[src/rtl/dead_anim_ctrl_pkg.sv]
// rtl/dead_anim_ctrl_pkg.sv - shared state type and default geometry/timing for the death animation
package dead_anim_ctrl_pkg;

    typedef enum logic [1:0] {
        IDLE = 2'd0,
        PLAY = 2'd1,
        HOLD = 2'd2
    } state_t;

    localparam int DEF_SPR_W       = 64;
    localparam int DEF_SPR_H       = 64;
    localparam int DEF_NUM_FRAMES  = 4;
    localparam int DEF_FRAME_TICKS = 8;

endpackage

[src/rtl/anim_tick_div.sv]
// rtl/anim_tick_div.sv - counts vsync ticks, pulses advance on every FRAME_TICKS-th one
module anim_tick_div
    import dead_anim_ctrl_pkg::*;
#(
    parameter int FRAME_TICKS = DEF_FRAME_TICKS
) (
    input  logic clk,
    input  logic reset,
    input  logic clear,
    input  logic tick,
    output logic advance
);

    localparam int CW = (FRAME_TICKS > 1) ? $clog2(FRAME_TICKS) : 1;

    logic [CW-1:0] cnt;

    // clear wins over tick so a tick coinciding with a (re)start is never counted
    assign advance = tick && !clear && (cnt == CW'(FRAME_TICKS - 1));

    always_ff @(posedge clk) begin
        if (reset || clear) begin
            cnt <= '0;
        end else if (advance) begin
            cnt <= '0;
        end else if (tick) begin
            cnt <= cnt + 1'b1;
        end
    end

endmodule

[src/rtl/dead_anim_ctrl.sv]
// rtl/dead_anim_ctrl.sv - death animation sequencer with sprite ROM addressing and 3-cycle pixel pipeline
module dead_anim_ctrl
    import dead_anim_ctrl_pkg::*;
#(
    parameter int SPR_W           = DEF_SPR_W,
    parameter int SPR_H           = DEF_SPR_H,
    parameter int NUM_FRAMES      = DEF_NUM_FRAMES,
    parameter int FRAME_TICKS     = DEF_FRAME_TICKS,
    parameter int TRANSPARENT_IDX = 0
) (
    input  logic        Clk,
    input  logic        Reset,
    input  logic        vsync_tick,
    input  logic        trigger,
    input  logic [9:0]  SpriteX,
    input  logic [9:0]  SpriteY,
    input  logic [9:0]  DrawX,
    input  logic [9:0]  DrawY,
    output logic [13:0] rom_addr,
    input  logic [3:0]  rom_q,
    output logic [3:0]  pal_index,
    output logic        sprite_on,
    output logic        busy,
    output logic        done,
    output logic [1:0]  frame_num
);

    localparam int CW = $clog2(SPR_W);
    localparam int RW = $clog2(SPR_H);

    state_t      state, state_n;
    logic [1:0]  frame_n;
    logic        done_n;
    logic        tick_clear;
    logic        advance;

    anim_tick_div #(
        .FRAME_TICKS(FRAME_TICKS)
    ) u_tick_div (
        .clk     (Clk),
        .reset   (Reset),
        .clear   (tick_clear),
        .tick    (vsync_tick),
        .advance (advance)
    );

    always_ff @(posedge Clk) begin
        if (Reset) begin
            state     <= IDLE;
            frame_num <= 2'd0;
            done      <= 1'b0;
        end else begin
            state     <= state_n;
            frame_num <= frame_n;
            done      <= done_n;
        end
    end

    always_comb begin
        state_n    = state;
        frame_n    = frame_num;
        done_n     = 1'b0;
        tick_clear = (state != PLAY);
        case (state)
            IDLE, HOLD: begin
                if (trigger) begin
                    state_n = PLAY;
                    frame_n = 2'd0;
                end
            end
            PLAY: begin
                if (advance) begin
                    frame_n = frame_num + 2'd1;
                    if (frame_n == 2'(NUM_FRAMES - 1)) begin
                        state_n = HOLD;
                        done_n  = 1'b1;
                    end
                end
            end
            default: state_n = IDLE;
        endcase
    end

    assign busy = (state == PLAY);

    // 11-bit compares so a sprite near the right/bottom edge does not wrap
    logic          x_in, y_in, pix_valid;
    logic [CW-1:0] col;
    logic [RW-1:0] row;
    logic [13:0]   addr_n;
    logic          valid_d1, valid_d2;
    logic          opaque;

    assign x_in = ({1'b0, DrawX} >= {1'b0, SpriteX}) &&
                  ({1'b0, DrawX} <  ({1'b0, SpriteX} + 11'(SPR_W)));
    assign y_in = ({1'b0, DrawY} >= {1'b0, SpriteY}) &&
                  ({1'b0, DrawY} <  ({1'b0, SpriteY} + 11'(SPR_H)));
    assign pix_valid = x_in && y_in && (state != IDLE);
    assign col    = CW'(DrawX - SpriteX);
    assign row    = RW'(DrawY - SpriteY);
    assign addr_n = (14'(frame_num) << (CW + RW)) | (14'(row) << CW) | 14'(col);
    assign opaque = valid_d2 && (rom_q != 4'(TRANSPARENT_IDX));

    // valid_d2 lines up with rom_q, which the external ROM returns one cycle after rom_addr
    always_ff @(posedge Clk) begin
        if (Reset) begin
            rom_addr  <= 14'd0;
            valid_d1  <= 1'b0;
            valid_d2  <= 1'b0;
            sprite_on <= 1'b0;
            pal_index <= 4'd0;
        end else begin
            rom_addr  <= pix_valid ? addr_n : 14'd0;
            valid_d1  <= pix_valid;
            valid_d2  <= valid_d1;
            sprite_on <= opaque;
            pal_index <= opaque ? rom_q : 4'd0;
        end
    end

endmodule

[config.mk]
export PLATFORM = sky130hd
export DESIGN_NAME = dead_anim_ctrl
export DESIGN_NICKNAME = d
export VERILOG_FILES = /design/src/rtl/dead_anim_ctrl_pkg.sv /design/src/rtl/anim_tick_div.sv /design/src/rtl/dead_anim_ctrl.sv
export SDC_FILE = /design/constraint.sdc
export NUM_CORES = 1
export LEC_CHECK = 0
export CAP_MARGIN = 20
export CORE_MARGIN = 5
export CORE_UTILIZATION = 47
export CTS_BUF_LIST = sky130_fd_sc_hd__clkbuf_4 sky130_fd_sc_hd__clkbuf_8
export CTS_CLUSTER_DIAMETER = 50
export DETAILED_ROUTE_END_ITERATION = 7
export GPL_TIMING_DRIVEN = 0
export HOLD_SLACK_MARGIN = 0.03
export PLACE_DENSITY = 0.92
export SKIP_LAST_GASP = 1
export SYNTH_ARGS = -nofsm -noshare
export SYNTH_HDL_FRONTEND = slang
export SYNTH_SLANG_ARGS = --single-unit
[constraint.sdc]
create_clock -name Clk -period 2.6 [get_ports Clk]
set_clock_uncertainty 0.05 [all_clocks]
set_input_delay 0.39 -clock Clk [delete_from_list [all_inputs] [get_ports Clk]]
set_output_delay 0.39 -clock Clk [all_outputs]
set_load 0.01 [all_outputs]
# Word-level counts from Yosys, hierarchy flattened
# Cells that the tools add are included.
[totals]
inputBits = 48
output_inout_bits = 23
ff_bits = 29
[classes]
eq_ne = 8
order_cmp = 4
muxes = 8
bitwise_logic = 6
reduce_logical = 20
add_sub_neg = 6
[ops]
columns = ["operator", "count"]
rows = [
  ["$add A10 B7 Y11 const B", 2],
  ["$lt A10 B11 Y1", 2],
  ["$ge A10 B10 Y1", 2],
  ["$or A14 B12 Y14", 1],
  ["$or A14 B6 Y14", 1],
  ["$sub A6 B6 Y6", 2],
  ["$mux W2", 5],
  ["$pmux W2 S2", 2],
  ["$reduce_or A2 Y1", 4],
  ["$logic_and A1 B1 Y1", 7],
  ["$ne A2 B1 Y1 const B", 3],
  ["$reduce_and A3 Y1", 2],
  ["$eq A2 B2 Y1 const B", 2],
  ["$not A1 Y1", 4],
  ["$reduce_bool A2 Y1", 2],
  ["$reduce_bool A4 Y1", 1],
  ["$add A3 B1 Y3 const B", 1],
  ["$eq A3 B3 Y1 const B", 1],
  ["$reduce_or A3 Y1", 1],
  ["$add A2 B1 Y2 const B", 1],
  ["$eq A2 B1 Y1 const B", 1],
  ["$logic_not A2 Y1", 1],
  ["$ne A2 B2 Y1 const B", 1],
  ["$logic_not A1 Y1", 1],
  ["other kinds (2)", 2],
]

# Longest topological paths before layout
# Gate-level depths: netlist (run 1).
[depth]
ltp_word = 7
depth_mapped = 10

# By module
# A second synthesis (run 1) with hierarchy kept.
[hier_totals]
hier_cells = 225
area_unflattened_um2 = 2087.0
[modules_own_cells]
columns = ["mod", "instances", "area_each_um2", "cells_each", "seq_area_each_um2"]
rows = [
  ["dead_anim_ctrl", 1, 1925.6, 209, 520.5],
  ["anim_tick_div", 1, 161.4, 16, 60.1],
]

# Worst setup path before layout (run 1)
# Ideal clock, no wire load.
[synth_timing]
path_kind = "input port to flip-flop"
start = "input port DrawY[0]"
end = "register rom_addr[8]"
t_required_ns = 2.434
n_path_buf = 1
setup_time_ns = 0.116
setup_slack_ns = 0.343
t_arrival_ns = 2.090
path_stages = 10
path_cell_list = "inv_1 ha_1 inv_1 fa_1 a211o_1 o2111ai_2 a21oi_2 o32ai_4 buf_8 nor3_2"
[synth_between]
elab_chain_len = 6
word_cells_on_any_way = 10
classes_between = "add/sub (1); order compare (2); bitwise (3); reduce/logical (4)"
[synth_rtl]
columns = ["item", "line_no", "source"]
rows = [
  ["start, declared", "dead_anim_ctrl.sv:18", "input logic [9:0] DrawY,"],
  ["$lt A10 B11 Y1 or $ge A10 B10 Y1 (tied branches)", "dead_anim_ctrl.sv:97, dead_anim_ctrl.sv:96", ""],
  ["$logic_and A1 B1 Y1", "dead_anim_ctrl.sv:96", "assign y_in = ({1'b0, DrawY} >= {1'b0, SpriteY}) &&"],
  ["$logic_and A1 B1 Y1 (2 in a row)", "dead_anim_ctrl.sv:98", "assign pix_valid = x_in && y_in && (state != IDLE);"],
  ["$not A1 Y1 (no source line)", "--", ""],
  ["$reduce_or A2 Y1 (no source line)", "--", ""],
  ["end signal, assigned", "dead_anim_ctrl.sv:113", "rom_addr <= pix_valid ? addr_n : 14'd0;"],
  ["end, declared", "dead_anim_ctrl.sv:19", "output logic [13:0] rom_addr,"],
]
# Parallel ways exist; a longest one is shown, timed or not.
# A chain may end at the register's enable or synchronous reset.

# Worst setup path after layout (run 1)
[layout_timing]
start = "input port SpriteY[0]"
end = "register rom_addr[12]"
[layout_between]
elab_chain_len = 7
word_cells_on_any_way = 8
classes_between = "add/sub (1); order compare (2); bitwise (1); reduce/logical (4)"
[layout_rtl]
columns = ["item", "line_no", "source"]
rows = [
  ["start, declared", "dead_anim_ctrl.sv:16", "input logic [9:0] SpriteY,"],
  ["$add A10 B7 Y11", "dead_anim_ctrl.sv:97", "({1'b0, DrawY} < ({1'b0, SpriteY} + 11'(SPR_H)));"],
  ["$lt A10 B11 Y1", "dead_anim_ctrl.sv:97", ""],
  ["$logic_and A1 B1 Y1 *", "dead_anim_ctrl.sv:96", ""],
  ["$logic_and A1 B1 Y1 * (2 in a row)", "dead_anim_ctrl.sv:98", ""],
  ["$not A1 Y1 (no source line) *", "--", ""],
  ["$reduce_or A2 Y1 (no source line) *", "--", ""],
]
# Every way passes the cells marked *; elsewhere a longest branch is shown, timed or not.

==> reports/summary.txt, run 1 <==
Post-synth top flop: dfxtp_1
Status: finished, final reports clean
Initial antenna violation count: 0
RSZ-0062 raised after global routing: false
Kind of critical path: in -> reg
Placed Area: 2850 sq um
Initial Utilization: 48.4%
Cell Rows: 24
H-tree levels: 2
Sw power: 0.000320 W
Total GRT Usage: 15.8%
Largest net degree at the start of global routing: 11
Antenna diodes: 0
Post-synth net total: 310
Worst slew margin: 69.3%
Worst path required time: 2.71 ns
CP cell instances: clkdlybuf4s50_1 -> ha_1 -> inv_1 -> fa_1 -> a211o_1 -> o2111ai_2 -> a21oi_2 -> o32ai_4 -> buf_8 -> nor3_2
Fillers: 363
IO Pins: 71
Leakage: 1.27 nW
Clk Latency, worst-skew pair: 0.27 ns
Die Area: 5880 sq um
Commonest cells after routing, fill and taps aside: clkdlybuf4s50_1, inv_1, ha_1
VDD IR-drop max: 0.000239 V
Top cells by area, synth: dfxtp_1, ha_1, inv_1
First-pass DRT Iterations: 4
Avg Cell Area, Syn: 9.21 sq um
Slowest stage delay, CP: 0.46 ns
Highest clock rate: 412 MHz
Largest delay contributor family on the critical path: compound AO/OA/AOI/OAI gates
Root Driver: clkbuf_8
Clk slew on worst S/H paths: 0.06 ns
Post-layout min period: 2.43 ns
Initial drt markers: 30
Worst slew pin tran: 0.457 ns
Max_cap viols: 0
Post-DR wirelength/cell: 13.3 um
Synth Register Bits: 29
Gpl congestion: 0.812
Tightest Hold Check Type: reg -> reg
Net Sw Frac: 27.5%
Synth Warn #: 0
Sink Count: 29
Mapped Cells: 227
Synth area leader: dfxtp_1
Power Dens Cells: 395 nW/um^2
Crit path DAT: 2.54 ns
Endpoints failing hold: 0
Wirelength, routed: 4760 um
Internal power: 0.000846 W
Finished Cell Area: 2950 sq um
Sequential share of power: 38.7%
Setup Viol. Count Final: 0
Number of synthesized flops with an enable pin: 0
Syn-to-layout area delta: 41.2%
Crit Path Max Fanout: 10
IO buf count: 69
Hold path depth: 1
CTS tree: yes
Routed vias/inst: 5.18
Worst setup endpoint: rom_addr[12]$_SDFF_PP0_
Worst path depth: 10
Fin crit share: 93.4%
Die Span X: 76.7 um
Total number of vias: 1855
Post-DP HPWL: 4090 um
Critical-path top delay cell: clkdlybuf4s50_1
Nets: 388
Congestion Overflow GR: 0
Longest Clk Path Bufs: 2
Global-route wire length before repair: 7710 um
Worst Setup End Kind: flop
Max-slew violations: 0
Overall Power: 0.00117 W
Number of global-route vias before repair: 1829
Drc violations: 0
Reg-to-reg slack, setup: 1.09 ns
Startpoint types: primary input
Reg2reg start: state[1]$_SDFFE_PP0P_
Die height: 76.7 um
Cell variety after synth: 47
Buf/Inv on CP: 3
Post-Syn Area: 2090 sq um
Commonest non-fill, non-tap cell in the layout: clkdlybuf4s50_1
Routed Antenna Nets: 0
Post-synthesis sequential area ratio: 27.8%
# hold bufs at CTS: 0
Top cell type's share of synthesized area: 27.8%
Reg2reg end: rom_addr[4]$_SDFF_PP0_
CTS buffer count: 5
Ratio of cells with drive above 1 in the final layout: 12.1%
Reg2Reg Depth: 6
Clock power frac: 31.8%
Core ar.: 4320 sq um
Combinational Power Share: 29.5%
Beginning of the critical path: SpriteY[0]
Fraction of registers with async set/reset: 0%
## per-stage QoR
step	setup TNS (ns)	hold WS (ns)	std cells	utilization, %	setup slack [ns]
5_1_grt	0	0.416	358	68.3	0.0566
3_3_place_gp	-3.10	0.367	348	65.8	-0.256
6_report	0	0.400	358	68.3	0.171
4_1_cts	0	0.403	356	67.9	0.0182
3_5_place_dp	-3.23	0.390	348	65.8	-0.271
2_1_floorplan	0	0.364	227	-	0.343
## logic make-up after synthesis
family / Yosys count / synth area share [%]
xor+xnor: 8 / 3.35
simple gates: 66 / 20.0
mux: 1 / 0.479
buf+inv: 39 / 8.26
compound gates: 49 / 18.4
fa+ha+maj: 35 / 21.7
flops: 29 / 27.8
## registers in the layout (all words and copies together), names as in the netlist
| register | flops |
|---|---|
| rom_addr | 14 |
| pal_index | 4 |
| u_tick_div.cnt | 3 |
| frame_num | 2 |
| state | 2 |
| done | 1 |
| sprite_on | 1 |
| valid_d1 | 1 |
| valid_d2 | 1 |
## power groups by stage
stage | logic (W) | registers (W) | clock network (W)
2_1_floorplan | 0.000207 | 0.000461 | 0
3_3_place_gp | 0.000324 | 0.000460 | 0
3_5_place_dp | 0.000338 | 0.000461 | 0
4_1_cts | 0.000340 | 0.000451 | 0.000384
5_1_grt | 0.000379 | 0.000451 | 0.000403
6_report | 0.000344 | 0.000451 | 0.000371
## synthesized netlist by cell type, types with 3 or more instances
cell type  count
inv_1         34
ha_1          33
dfxtp_1       29
a21oi_1       18
nand3_1       13
nor2_1        10
nor3_2         9
a21o_1         6
nand2_1        6
xnor2_1        6
a21oi_2        4
and2_1         4
nand2b_1       4
nand3b_1       4
nand4_1        4
nor2b_1        3
o21ai_0        3
## worst min path at each step
stage / from / to / slack [ns]
global route: valid_d1$_SDFF_PP0_ / valid_d2$_SDFF_PP0_ / 0.42
finish: valid_d1$_SDFF_PP0_ / valid_d2$_SDFF_PP0_ / 0.40
global placement: valid_d1$_SDFF_PP0_ / valid_d2$_SDFF_PP0_ / 0.37
detailed placement: valid_d1$_SDFF_PP0_ / valid_d2$_SDFF_PP0_ / 0.39
floorplan: valid_d1$_SDFF_PP0_ / valid_d2$_SDFF_PP0_ / 0.36
CTS: valid_d1$_SDFF_PP0_ / valid_d2$_SDFF_PP0_ / 0.40
## worst register-to-register path, cell delays in order, from the launching register on
cell and delay (ns):
dfxtp_1 0.35, o21bai_1 0.13, a221oi_2 0.19, o211a_1 0.22
o311ai_4 0.15, buf_6 0.20, nor3_2 0.14
## metal layers
layer  global-route usage [%]  wire length [um]
met1                     17.7              1910
met3                     3.40               259
met2                     28.3              2460
met4                     7.34               123
met5                        0                 0
## final cells by class
class | instances | area, sq um | share of cell area [%]
tap | 52 | 65.1 | 2.20
buffer | 5 | 45.0 | 1.53
multi-input combinational | 159 | 1340 | 45.3
inverter | 34 | 128 | 4.32
timing repair buffer | 71 | 706 | 23.9
sequential | 29 | 581 | 19.7
clock buffer | 8 | 91.3 | 3.09
## timing repair
action / 4_1_cts / 5_1_grt
resized for setup: 0 / 0
setup buffers: 0 / 2
setup endpoints to repair: 0 / 10
No activity file was read; power rests on OpenSTA's default activity.
==> run 2, diff against run 1 <==
- ABC_AREA: not set -> 1
- CORE_UTILIZATION: 47 -> 43
- PLACE_DENSITY: 0.92 -> 0.88
- clock period: 2.6 -> 2.2 ns (I/O delays scaled with it)
==> run 2 against run 1 <==
Compared with the run above:
- setup slack lost 0.019 ns
- critical endpoint is now rom_addr[8]$_SDFF_PP0_
- critical path depth grew 2
- clock power grew 25%
==> reports/summary.txt, run 2 <==
VDD IR-drop max: 0.000217 V (-9.1%)
Fillers: 446 (+23%)
IO Pins: 71 (unchanged)
Power Dens Cells: 458 nW/um^2 (+16%)
IO buf count: 69 (unchanged)
Top cells by area, synth: dfxtp_1, ha_1, nand2_1
Cell Rows: 26 (+8.3%)
Total negative setup slack: 0 ns (unchanged)
Total GRT Usage: 13.7% (-2.1 points)
Largest net degree at the start of global routing: 11 (unchanged)
Post-DP HPWL: 3990 um (-2.4%)
Clk Latency, worst-skew pair: 0.27 ns (about the same)
Worst slew margin: 78.8% (+9.5 points)
Hold path depth: 2 (+1)
Avg Cell Area, Syn: 6.88 sq um (-25%)
# hold bufs at CTS: 0 (unchanged)
Reg2Reg Depth: 7 (+1)
First-pass DRT Iterations: 4 (unchanged)
Synth area leader: dfxtp_1
Initial drt markers: 49 (+63%)
Die Span X: 81.8 um (+6.6%)
Status: finished, final reports clean
Max-slew violations: 0 (unchanged)
Post-layout min period: 2.05 ns
Clk slew on worst S/H paths: 0.06 ns (about the same)
Post-DR wirelength/cell: 9.65 um (-27%)
Drc violations: 0 (unchanged)
Crit path DAT: 2.20 ns (-0.34 ns)
Fin crit share: 93.1%
Max FFs per register: 14 (unchanged)
Most flop-heavy register: rom_addr
Initial Utilization: 43.9% (-4.4 points)
Mapped Cells: 322 (+42%)
Post-synth net total: 405 (+31%)
CTS buffer count: 5 (unchanged)
Endpoints failing hold: 0 (unchanged)
Cell variety after synth: 22 (-53%)
Synth cell count leaders: nand2_1, inv_1, ha_1, nor2_1, dfxtp_1
Top cell type's share of synthesized area: 26.2% (-1.6 points)
Core ar.: 5040 sq um (+17%)
Die height: 81.8 um (+6.6%)
Sink Count: 29 (unchanged)
Number of global-route vias before repair: 1847 (+0.98%)
Critical-path top delay cell: clkdlybuf4s50_1
Antenna diodes: 0 (unchanged)
RSZ-0062 raised after global routing: false
Global-route wire length before repair: 7290 um (-5.4%)
Routed Antenna Nets: 0 (unchanged)
Worst path depth: 12 (+2)
Commonest cells after routing, fill and taps aside: nand2_1, inv_1, clkdlybuf4s50_1
CTS tree: yes
Slowest stage delay, CP: 0.55 ns (+0.09 ns)
Crit Path Max Fanout: 7 (-3)
Tightest Hold Check Type: in -> reg
Synth Warn #: 0 (unchanged)
Total number of vias: 2101 (+13%)
Commonest non-fill, non-tap cell in the layout: nand2_1
Initial antenna violation count: 0 (unchanged)
H-tree levels: 2 (unchanged)
Root Driver: clkbuf_8
Gpl congestion: 0.862 (+6.2%)
Longest Clk Path Bufs: 2 (unchanged)
Highest clock rate: 488 MHz
Routed vias/inst: 4.47 (-14%)
Fraction of registers with async set/reset: 0% (unchanged)
Most frequent cell after synthesis: nand2_1
Kind of critical path: in -> reg
Nets: 482 (+24%)
Number of synthesized flops with an enable pin: 0 (unchanged)
Post-synthesis sequential area ratio: 26.2% (-1.6 points)
Die Area: 6690 sq um (+14%)
WHS: 0.278 ns (-0.122 ns)
Synth Register Bits: 29 (unchanged)
Post-synth top flop: dfxtp_1
Worst slew pin tran: 0.317 ns (-0.139 ns)
Buf/Inv on CP: 3 (unchanged)
Worst path required time: 2.35 ns (-0.36 ns)
Congestion Overflow GR: 0 (unchanged)
Largest delay contributor family on the critical path: buffers and inverters
Wirelength, routed: 4530 um (-4.6%)
Worst Setup End Kind: flop
Syn-to-layout area delta: 42.9%
CP cell instances: clkdlybuf4s50_1 -> nand3_1 -> xor2_1 -> ha_1 -> nand3_1 -> inv_1 -> nand2_1 -> nand2_1 -> nor2_2 -> nand2_4 -> clkbuf_16 -> nor3_2
Ratio of cells with drive above 1 in the final layout: 8.00% (-4.1 points)
Leakage: 1.65 nW (+30%)
Startpoint types: primary input
Largest registers: rom_addr x14, pal_index x4, u_tick_div.cnt x3
Setup Viol. Count Final: 0 (unchanged)
Max_cap viols: 0 (unchanged)
Post-Syn Area: 2220 sq um (+6.0%)
-- run 2: cell types whose count changed in the layout (fill, tap and decap cells not counted), moves of 6 or more --
cell     change
a21o_1       -6
a21oi_1      -6
inv_1       +44
nand2_1     +73
nor2_1      +21
-- run 2: final timing paths --
kind                            slack, ns                      startpoint                   endpoint
worst max-delay path                 0.15                      SpriteX[8]     rom_addr[8]$_SDFF_PP0_
worst min-delay path                 0.28                           Reset        valid_d2$_SDFF_PP0_
worst max register to register       0.67  u_tick_div.cnt[0]$_SDFFE_PP0P_  frame_num[0]$_SDFFE_PP0P_
worst min register to register       0.35             valid_d1$_SDFF_PP0_        valid_d2$_SDFF_PP0_
-- run 2: cell type report --
class                           count  area, sq um  area share (%)
Clock buffer                        7         96.3            3.04
Inverter                           78          293            9.25
Timing Repair Buffer               70          728            23.0
Buffer                              5         50.0            1.58
Multi-Input combinational cell    210         1330            41.9
Sequential cell                    29          581            18.3
Tap cell                           70         87.6            2.77
Clock inverter                      1         5.00           0.158
-- run 2: power breakdown --
group / total [W] / internal (W) / switching (W)
registers: 0.000539 / 0.000533 / 0.00000531
logic: 0.000448 / 0.000221 / 0.000228
clock network: 0.000462 / 0.000282 / 0.000180
total: 0.00145 / 0.00104 / 0.000414
-- run 2: stage by stage --
step           instance area (sq um)  setup slack (ns)  cells  util [%]  total power (W)
6_report                        3170             0.152    470      62.8          0.00145
5_1_grt                         3170           0.00823    470      62.8          0.00155
4_1_cts                         3100            0.0128    469      61.4          0.00145
2_1_floorplan                   2220             0.402    322         -         0.000829
3_5_place_dp                    2990            -0.276    461      59.4         0.000988
3_3_place_gp                    2990            -0.248    461      59.4         0.000975
-- run 2: per-layer routing --
layer | share of wire [%] | vias up | wire length (um) | track usage, %
met2 | 51 | 52 | 2290 | 26.3
met4 | 0.73 | 0 | 33 | 2.99
met5 | 0 | - | 0 | 0
li1 | - | 1131 | - | -
met1 | 42 | 913 | 1890 | 15.1
met3 | 7.0 | 5 | 318 | 3.51
-- run 2: cell families after synthesis --
group / share of synthesized area, %
compound gates: 4.35
xor+xnor: 4.35
fa+ha+maj: 20.4
buf+inv: 15.1
flops: 26.2
simple gates: 29.5
-- run 2: worst register-to-register path, cell delays in order (launching register included) --
cell      delay [ns]
dfxtp_1         0.33
ha_1            0.20
ha_1            0.17
nand2_1         0.10
nor2_1          0.07
a21oi_1         0.27
a21oi_1         0.08
a211oi_1        0.18
-- run 2: what timing repair did --
item / CTS / global route
endpoints found under the setup margin: 0 / 15
setup buffers: 0 / 0
resized for setup: 0 / 13
==> run 3, diff against run 2 <==
- CAP_MARGIN: 20 -> not set
==> results of run 3 <==
Same layout as run 2: the final DEF is identical, and so are final timing and power.
